File: src/rtl/cnt_pkg.sv
// Shared definitions for the cbudl_mod3q up/down counter: mode encodings and
// the terminal-value helper used to size the count range.
package cnt_pkg;

    localparam int MODE_WRAP = 0;
    localparam int MODE_SAT  = 1;

    // Largest reachable count; evaluated at 64 bits so Modulus = 2^Width is safe.
    function automatic logic [32:0] cnt_max(input int width, input longint modulus);
        logic [63:0] m;
        if (modulus == 64'd0) begin
            m = (64'd1 << width) - 64'd1;
        end else begin
            m = modulus - 64'd1;
        end
        return m[32:0];
    endfunction

endpackage

File: src/rtl/vote.sv
// Bitwise 2-of-3 majority voter used to recover the count from three replicas.
module vote #(
    parameter int Width = 8
) (
    input  logic [Width-1:0] A,
    input  logic [Width-1:0] B,
    input  logic [Width-1:0] C,
    output logic [Width-1:0] V
);

    assign V = (A & B) | (B & C) | (A & C);

endmodule

File: src/rtl/cbudl_mod3q.sv
// Up/down counter with load, programmable modulus, wrap/saturate and optional
// TMR storage. Define CBUDL_TMR_ERR_EN to enable the sticky replica-mismatch ERR flag.
module cbudl_mod3q
    import cnt_pkg::*;
#(
    parameter int     Width   = 8,
    parameter longint Modulus = 0,
    parameter int     Mode    = MODE_WRAP,
    parameter int     TMR     = 0
) (
    input  logic             CLK,
    input  logic             RST,
    input  logic             CE,
    input  logic             UP,
    input  logic             LOAD,
    input  logic [Width-1:0] D,
    output logic [Width-1:0] Q1,
    output logic [Width-1:0] Q2,
    output logic [Width-1:0] Q3,
    output logic             TC,
    output logic             OVF,
    output logic             ERR
);

    localparam logic [Width-1:0] MAX = Width'(cnt_max(Width, Modulus));
    localparam logic [Width-1:0] ONE = Width'(1);

    logic [Width-1:0] v;
    logic [Width-1:0] cnt_d;
    logic             ovf_d;
    logic             ovf_q;

    // Next value is derived from the voted count only, so every edge rewrites
    // all replicas with the same value and scrubs any single upset.
    always_comb begin
        cnt_d = v;
        ovf_d = 1'b0;
        if (LOAD) begin
            cnt_d = ({1'b0, D} > {1'b0, MAX}) ? MAX : D;
        end else if (CE) begin
            if (UP) begin
                if (v == MAX) begin
                    ovf_d = 1'b1;
                    cnt_d = (Mode == MODE_SAT) ? MAX : '0;
                end else begin
                    cnt_d = v + ONE;
                end
            end else begin
                if (v == '0) begin
                    ovf_d = 1'b1;
                    cnt_d = (Mode == MODE_SAT) ? '0 : MAX;
                end else begin
                    cnt_d = v - ONE;
                end
            end
        end
    end

    always_ff @(posedge CLK or posedge RST) begin
        if (RST) begin
            ovf_q <= 1'b0;
        end else begin
            ovf_q <= ovf_d;
        end
    end

    assign OVF = ovf_q;
    assign TC  = UP ? (v == MAX) : (v == '0);

    if (TMR != 0) begin : g_tmr
        logic [Width-1:0] cnt1_q;
        logic [Width-1:0] cnt2_q;
        logic [Width-1:0] cnt3_q;

        always_ff @(posedge CLK or posedge RST) begin
            if (RST) begin
                cnt1_q <= '0;
                cnt2_q <= '0;
                cnt3_q <= '0;
            end else begin
                cnt1_q <= cnt_d;
                cnt2_q <= cnt_d;
                cnt3_q <= cnt_d;
            end
        end

        vote #(.Width(Width)) u_vote (
            .A(cnt1_q),
            .B(cnt2_q),
            .C(cnt3_q),
            .V(v)
        );

        assign Q1 = cnt1_q;
        assign Q2 = cnt2_q;
        assign Q3 = cnt3_q;

`ifdef CBUDL_TMR_ERR_EN
        logic err_d;
        logic err_q;
        logic mismatch;

        assign mismatch = |((cnt1_q ^ cnt2_q) | (cnt2_q ^ cnt3_q));

        always_comb begin
            err_d = err_q | mismatch;
        end

        always_ff @(posedge CLK or posedge RST) begin
            if (RST) begin
                err_q <= 1'b0;
            end else begin
                err_q <= err_d;
            end
        end

        assign ERR = err_q;
`else
        assign ERR = 1'b0;
`endif
    end else begin : g_single
        logic [Width-1:0] cnt_q;

        always_ff @(posedge CLK or posedge RST) begin
            if (RST) begin
                cnt_q <= '0;
            end else begin
                cnt_q <= cnt_d;
            end
        end

        assign v   = cnt_q;
        assign Q1  = cnt_q;
        assign Q2  = cnt_q;
        assign Q3  = cnt_q;
        assign ERR = 1'b0;
    end

endmodule

File: config.mk
export PLATFORM = sky130hd
export DESIGN_NAME = cbudl_mod3q
export DESIGN_NICKNAME = d
export VERILOG_FILES = /design/src/rtl/cnt_pkg.sv /design/src/rtl/vote.sv /design/src/rtl/cbudl_mod3q.sv
export SDC_FILE = /design/constraint.sdc
export NUM_CORES = 1
export LEC_CHECK = 0
export CORE_MARGIN = 2
export CORE_UTILIZATION = 39
export CTS_CLUSTER_SIZE = 40
export DETAILED_ROUTE_END_ITERATION = 8
export PLACE_DENSITY_LB_ADDON = 0.12
export SLEW_MARGIN = 40
export SYNTH_ARGS = -nofsm -noshare
export SYNTH_HDL_FRONTEND = slang
export SYNTH_HIERARCHICAL = 1
export SYNTH_SLANG_ARGS = --single-unit
File: constraint.sdc
create_clock -name CLK -period 2.2 [get_ports CLK]
set_clock_uncertainty 0.15 [all_clocks]
set_input_delay 0.33 -clock CLK [delete_from_list [all_inputs] [get_ports CLK]]
set_output_delay 0.33 -clock CLK [all_outputs]
set_load 0.01 [all_outputs]
=== Yosys cells after proc, flatten, opt, wreduce, memory -nomap -nowiden ===
Cells that the tools add are included.

* Register bits after elaboration: 9
* Input port bits: 13
* Word-level logic and storage cells: 18

* Add/sub/neg operators: 2
* Eq/ne operators: 1
* Multiplexer cells: 11
* Reductions and logical operators: 2

{| class="wikitable"
|+ Operators with widths
! cell !! count
|-
| 2-to-1 mux 8 bit || 5
|-
| adder 8 x 1 -> 8 bit, second input constant || 1
|-
| equality test 8 bit, second input constant || 1
|-
| zero test 8 bit || 1
|-
| subtractor 8 x 1 -> 8 bit, second input constant || 1
|-
| 2-to-1 mux 1 bit || 6
|-
| nonzero test 2 bit || 1
|}

=== Longest topological paths before layout ===
Gate-level depths: netlist (run 1).

* Depth after elaboration: 5
* Depth in mapped cells: 8

=== Worst setup path before layout (run 1) ===
No wires, ideal clock.

* Path type: register -> register
* From: register g_single.cnt_q[0], in the netlist Q1[0]
* To: register g_single.cnt_q[6], in the netlist Q1[6]
* Library setup time: 104 ps
* Arrival time: 1966 ps
* Data required time: 1946 ps
* Setup slack: -20 ps
* Cell stages (with the launch flop): 9
* Path buffers: 2
* Cell sequence: dfrtp_1 -> clkbuf_1 -> inv_1 -> ha_1 -> or4b_1 -> clkbuf_2 -> a211o_1 -> a211o_1 -> o311ai_1

* Word-level cells in the longest chain between the ends: 5

{| class="wikitable"
|+ RTL lines
! element !! RTL line !! source
|-
| from (decl) || cbudl_mod3q.sv:122 || <nowiki>logic [Width-1:0] cnt_q;</nowiki>
|-
| from (signal assigned) || cbudl_mod3q.sv:128 || <nowiki>cnt_q <= cnt_d;</nowiki>
|-
| subtractor 8 x 1 -> 8 bit, or another cell as far along || cbudl_mod3q.sv:53 || <nowiki>cnt_d = v - ONE;</nowiki>
|-
| 2-to-1 mux 8 bit (on tied branches) || cbudl_mod3q.sv:49, cbudl_mod3q.sv:42 ||
|-
| 2-to-1 mux 8 bit * || cbudl_mod3q.sv:41 || <nowiki>if (UP) begin</nowiki>
|-
| 2-to-1 mux 8 bit * || cbudl_mod3q.sv:40 || <nowiki>end else if (CE) begin</nowiki>
|-
| 2-to-1 mux 8 bit * || cbudl_mod3q.sv:38 || <nowiki>if (LOAD) begin</nowiki>
|}

Every way passes the cells marked *; elsewhere a longest branch is shown, timed or not. The select of a mux whose other input is x is not followed.
A chain may end at the register's enable or synchronous reset.

=== Worst setup path after layout (run 1) ===
* From: register g_single.cnt_q[0], in the netlist Q1[0]
* To: output TC

* Word-level cells in the longest chain between the ends: 2

{| class="wikitable"
|+ RTL lines
! element !! RTL line !! source
|-
| equality test 8 bit or zero test 8 bit (tied branches) || cbudl_mod3q.sv:68 || <nowiki>assign TC = UP ? (v == MAX) : (v == '0);</nowiki>
|-
| 2-to-1 mux 1 bit * || cbudl_mod3q.sv:68 ||
|-
| to (decl) || cbudl_mod3q.sv:20 || <nowiki>output logic TC,</nowiki>
|}

Every way passes the cells marked *; elsewhere a longest branch is shown, timed or not.

==> flow_summary_export.csv, run 1 <==
group,metric,value,unit
critical_path,crit_chain,"inv_2, ha_4, or4b_4, nor3_4, a21o_1, buf_2",
detailed_routing,routed_via_density,5.54,
finish,syn_to_final_growth,43.5,%
global_routing,grt_pass1_wl,4440,um
logic_synthesis,syn_area,993,um2
die,core,0.00245,mm2
logic_synthesis,synth.ff_latch_count,9,
finish,stdcell_count,194,
finish,drive_gt1_share,17.7,%
placed_design,gp_congestion,0.885,
critical_path,crit_fanout,2,
placed_design,dp_cells,190,
die,die_w,54.5,um
timing,rsz0062_at_grt,"true",
placed_design,placement.io_buffers,38,
detailed_routing,wire_per_inst,14.3,um
die,start_util,40.5,%
power,power.switching,276,uW
finish,filler_cell_count,226,
timing,setup_viol_count_final,0,
global_routing,grt_max_degree,16,
clocking,cts_made_buffers,3,
timing,finalCriticalPeriod,2160,ps
critical_path,cp_data_arrival_time,1680,ps
critical_path,crit_required,1720,ps
critical_path,slowest_delay,470,ps
die,dieArea,0.00297,mm2
timing,holdWs,193,ps
critical_path,crit_type,"reg2out",
critical_path,cp_num_buf_inv,2,
power,p_int,480,uW
outcome,run_status,"finished, final reports clean",
logic_synthesis,syn_avg_cell_area,7.53,um2
power,seq_power_share,25.8,%
power,p_comb_share,57.5,%
detailed_routing,dr.pass1.iters,5,
timing,fmax,462,MHz
worst_hold_path,hold_path.class,"in2async",
power,netSwitchingFraction,36.5,%
die,ioPinCount,40,
global_routing,grt_overflow,0,
logic_synthesis,yosysWarnings,6,
power,leakagePower,0.000581,uW
critical_path,slowest_stage,"or4b_4",
clocking,clkTransAtPathRegs,60,ps
power,p_total,756,uW
logic_synthesis,synth.net_count,148,
clocking,insertion_delay,260,ps
global_routing,antenna_found_initial,0,
global_routing,grt_pass1_vias,963,
logic_synthesis,synth_flop_cell,"dfrtp_1",
timing,hold_violations,0,
placed_design,dp_hpwl,2080,um
logic_synthesis,syn_inst,132,
timing,fin_crit_sh,98.3,%
critical_path,critPathLaunchType,"flop",
critical_path,crit_family,"simple AND/OR/NAND/NOR gates",
logic_synthesis,synth_edf_count,0,
clocking,cts.sinks,9,
finish,diodes,0,
die,chipHeight,54.5,um
finish,final_common_cell,"clkdlybuf4s50_1",
logic_synthesis,synth.distinct_cells,43,
detailed_routing,detail-route-antenna-nets,0,
finish,layout_common_cells,"clkdlybuf4s50_1 (37), buf_4 (20), nand2_1 (10)",
critical_path,critPathCaptureType,"primary output",
clocking,clockBufferDepth,2,
detailed_routing,routed_wl,2780,um
logic_synthesis,async_flop_share,100,%
power,clock_power_share,16.7,%
die,num_rows,18,
run,max_cap_violations,0,
clocking,root_buffer,"clkbuf_4",
power,powerDensity,530,mW/mm2
finish,layout.nets,181,
clocking,cts_tree,"built",
detailed_routing,vias,1074,
detailed_routing,drtIter0Drc,26,
global_routing,grt_use_total,21.1,%
clocking,hold_buffers,0,
power,ir_worst_vdd,472,uV
clocking,cts_max_level,1,
logic_synthesis,synth_seq_area_share,22.7,%
timing,slew_violations,0,
detailed_routing,drcViolationCount,0,
==> cell usage after synthesis, types with 2 or more instances <==
cell / number / area [um2]
nand2b_1: 2 / 12.5
a211o_1: 2 / 17.5
a21oi_1: 7 / 35.0
xnor2_1: 2 / 17.5
ha_1: 3 / 37.5
o21ai_0: 7 / 35.0
a21boi_0: 3 / 22.5
a31oi_1: 3 / 18.8
inv_1: 5 / 18.8
clkbuf_1: 11 / 41.3
o32ai_1: 2 / 17.5
o21a_1: 3 / 22.5
buf_4: 17 / 128
nor4_1: 2 / 12.5
dfrtp_1: 9 / 225
mux2i_1: 2 / 20.0
nand3_1: 4 / 20.0
or3_1: 2 / 12.5
nor2_1: 7 / 26.3
nand2_1: 10 / 37.5
nor3_1: 7 / 35.0
==> cell families (layout without fill, tap and decap cells) <==
logic type | after synthesis | count (layout) | share of synthesized area, %
and+or+nand+nor | 40 | 40 | 20.2
adders and majority gates | 3 | 3 | 3.78
xor gates and xnor gates | 3 | 3 | 2.65
other | 1 | 1 | 0.377
muxes | 2 | 2 | 2.02
AOI/OAI and AO/OA | 39 | 39 | 27.8
DFF | 9 | 9 | 22.7
buffers and inverters | 35 | 67 | 20.5
==> state kept, by name, indices dropped and copies added, names as in the netlist <==
register and cells:
Q1 8, OVF 1
==> what timing repair did <==
action	in CTS	in global routing
setup buffers	0	0
gates resized for setup	8	3
pin swaps	1	1
setup endpoints to repair	1	1
==> worst paths after layout <==
| kind | from | to | slack (ps) | cells after the start |
|---|---|---|---|---|
| worst min-delay path | RST | OVF | 190 | 2 |
| min in group CLK | D[2] | Q1[2] | 490 | 3 |
| worst max-delay path | Q1[0] | TC | 40 | 6 |
| max in group asynchronous | RST | Q1[6] | 1440 | 2 |
| worst max register to register | Q1[0] | Q1[6] | 130 | 7 |
| worst min register to register | Q1[3] | Q1[3] | 530 | 2 |
==> final cells by class <==
cell class	instances	area [um2]	share of cell area [%]
Tap cell	30	37.5	2.63
Multi-Input combinational cell	88	592	41.5
Inverter	5	18.8	1.32
Sequential cell	9	225	15.8
Clock buffer	4	26.3	1.84
Timing Repair Buffer	58	526	36.9
==> through the flow <==
stage	setup WS [ps]	utilization [%]	TNS, ps	cell area [um2]
after global routing	-26.6	58.1	-26.6	1430
after detailed placement	-170	56.1	-170	1380
final	36.8	58.1	0	1430
after floorplan	7.02	-	0	995
after CTS	-25.4	57.5	-25.4	1410
after global placement	-144	56.1	-144	1380
==> power groups by stage <==
stage / combinational, uW / clock [uW] / sequential (uW)
floorplan: 240 / 0 / 219
global placement: 419 / 0 / 196
detailed placement: 422 / 0 / 197
CTS: 429 / 131 / 195
global route: 476 / 140 / 196
finish: 435 / 126 / 195
==> per-layer routing <==
| metal | part of all wire, % | GRT usage (%) | up-vias | routed length (um) |
|---|---|---|---|---|
| li1 | - | - | 523 | - |
| met1 | 45 | 26.5 | 503 | 1240 |
| met2 | 49 | 34.5 | 46 | 1360 |
| met3 | 5.8 | 6.28 | 2 | 160 |
| met4 | 0.68 | 6.67 | 0 | 19 |
| met5 | 0 | 0 | - | 0 |
No activity file was read; power rests on OpenSTA's default activity.
==> inputs of run 2 (changes only) <==
--- a/config.mk
+++ b/config.mk
@@ -7,7 +7,7 @@
 export LEC_CHECK = 0
 export CORE_MARGIN = 2
 export CORE_UTILIZATION = 39
-export CTS_CLUSTER_SIZE = 40
+export CTS_CLUSTER_SIZE = 28
 export DETAILED_ROUTE_END_ITERATION = 8
 export PLACE_DENSITY_LB_ADDON = 0.12
 export SLEW_MARGIN = 40
==> results of run 2 <==
The final DEF is identical to that of run 1; final timing and power are the same.
==> inputs of run 3 (changes only) <==
--- a/config.mk
+++ b/config.mk
@@ -7,7 +7,8 @@
 export LEC_CHECK = 0
 export CORE_MARGIN = 2
 export CORE_UTILIZATION = 39
-export CTS_CLUSTER_SIZE = 28
+export CTS_BUF_LIST = sky130_fd_sc_hd__clkbuf_16
+export CTS_CLUSTER_SIZE = 12
 export DETAILED_ROUTE_END_ITERATION = 8
 export PLACE_DENSITY_LB_ADDON = 0.12
 export SLEW_MARGIN = 40
==> run 3 against run 2 <==
Net effect:
- register-to-register slack better by 20 ps
- clock-buffer cell count down 1
- maximum frequency up 1.9%
- cell count unchanged
- critical path depth unchanged
- cell area up 2.8%
- via count down 0.84%
- sequential power about the same
- critical path type unchanged
- critical endpoint unchanged
- largest cell class unchanged
- highest routed layer unchanged
==> flow_summary_export.csv, run 3 (synthesis results as in run 1) <==
group,metric,value,unit
outcome,run_status,"finished, final reports clean",
clocking,cts_tree,"built",
placed_design,dp_cells,190,
timing,rsz0062_at_grt,"false",
placed_design,placement.io_buffers,38,
die,start_util,40.5,%
critical_path,critPathCaptureType,"primary output",
power,p_total,935,uW
critical_path,cp_data_arrival_time,1640,ps
critical_path,reg2reg_from,"Q1[0]",
finish,diodes,0,
timing,slew_violations,0,
finish,regArea,225,um2
die,num_rows,18,
power,ir_worst_vdd,866,uV
clocking,cts_max_level,1,
die,dieArea,0.00297,mm2
critical_path,reg2reg_slack,150,ps
critical_path,critPathLaunchType,"flop",
detailed_routing,drcViolationCount,0,
timing,hold_violations,0,
detailed_routing,detail-route-antenna-nets,0,
clocking,clkTransAtPathRegs,40,ps
critical_path,crit_fanout,2,
placed_design,gp_congestion,0.885,
timing,fmax,471,MHz
placed_design,dp_hpwl,2080,um
critical_path,slowest_stage,"or4b_4",
global_routing,grt_overflow,0,
clocking,hold_buffers,0,
clocking,cts.sinks,9,
clocking,clockBufferDepth,2,
power,powerDensity,638,mW/mm2
global_routing,grt_max_degree,16,
clocking,cts_made_buffers,3,
die,die_w,54.5,um
critical_path,crit_chain,"inv_2, ha_1, or4b_4, nor3_4, a21o_1, buf_2",
detailed_routing,drtIter0Drc,31,
global_routing,grt_use_total,21.1,%
finish,largest_reg_flops,8,
timing,holdWs,220,ps
critical_path,r2r_cells,7,
critical_path,slowest_delay,480,ps
finish,layout.nets,181,
detailed_routing,dr.pass1.iters,4,
detailed_routing,wire_per_inst,14.1,um
critical_path,crit_required,1720,ps
worst_hold_path,hold_path.class,"in2async",
global_routing,grt_pass1_vias,968,
finish,layout_common_cells,"clkdlybuf4s50_1 (37), buf_4 (20), nand2_1 (10)",
clocking,root_buffer,"clkbuf_16",
global_routing,antenna_found_initial,0,
finish,syn_to_final_growth,47.5,%
die,chipHeight,54.5,um
detailed_routing,vias,1065,
finish,filler_cell_count,218,
finish,final_common_cell,"clkdlybuf4s50_1",
clocking,insertion_delay,230,ps
die,ioPinCount,40,
run,max_cap_violations,0,
die,core,0.00245,mm2
detailed_routing,routed_via_density,5.49,
global_routing,grt_pass1_wl,4500,um
power,leakagePower,0.000608,uW
timing,finalCriticalPeriod,2120,ps
critical_path,crit_family,"simple AND/OR/NAND/NOR gates",
critical_path,crit_type,"reg2out",
timing,fin_crit_sh,96.5,%
timing,setup_tns,0,ps
critical_path,cp_num_buf_inv,2,
timing,setup_viol_count_final,0,
finish,drive_gt1_share,17.1,%
detailed_routing,routed_wl,2740,um
finish,stdcell_count,194,
finish,multi_input_area,579,um2
critical_path,rr_endpoint,"Q1[6]",
==> run 3: cell types whose count changed in the layout (fill, tap and decap cells not counted) <==
cell / delta
inv_1: +1
clkbuf_16: +3
ha_4: -1
ha_1: +1
clkbuf_4: -3
clkbuf_1: -1
==> run 3: worst max-delay path by stage <==
stage	from	end	slack (ps)	cells after the start
after global placement	Q1[0]	TC	-140	6
final	Q1[0]	TC	80	6
after floorplan	Q1[0]	Q1[6]	7	8
after detailed placement	Q1[0]	TC	-170	6
after CTS	Q1[0]	TC	10	6
after global routing	Q1[1]	TC	10	6
==> run 3: routing by layer <==
layer	wire length (um)	vias to the layer above	track usage [%]
met2	1370	49	34.9
met1	1170	489	26.6
met4	23	0	6.25
met3	183	2	5.74
met5	0	-	0
li1	-	525	-
==> run 3: cell type report <==
type	instances	area share [%]
flip-flops and latches	9	15.4
multi-input cells	88	39.5
repair buffers	58	35.9
clock buffers	3	5.12
inverters	5	1.28
well taps	30	2.56
clock inverters	1	0.256
==> run 3: where the power goes <==
| group | internal [uW] | switching, uW | leakage, uW |
|---|---|---|---|
| Sequential | 185 | 11.2 | 0.000110 |
| Clock | 237 | 74.9 | 0.0000423 |
| Combinational | 223 | 205 | 0.000455 |
==> run 3: repair_timing <==
item | CTS | global route
buffers inserted | 0 | 0
pin swaps | 1 | 1
setup endpoints to repair | 1 | 1
gates resized for setup | 8 | 1
==> run 3: per-stage QoR <==
| step | cell area (um2) | setup WS (ps) | util [%] |
|---|---|---|---|
| global route | 1470 | 14.7 | 59.7 |
| detailed placement | 1380 | -170 | 56.1 |
| CTS | 1470 | 13.7 | 59.7 |
| finish | 1470 | 76.6 | 59.7 |
| global placement | 1380 | -144 | 56.1 |
| floorplan | 995 | 7.02 | - |
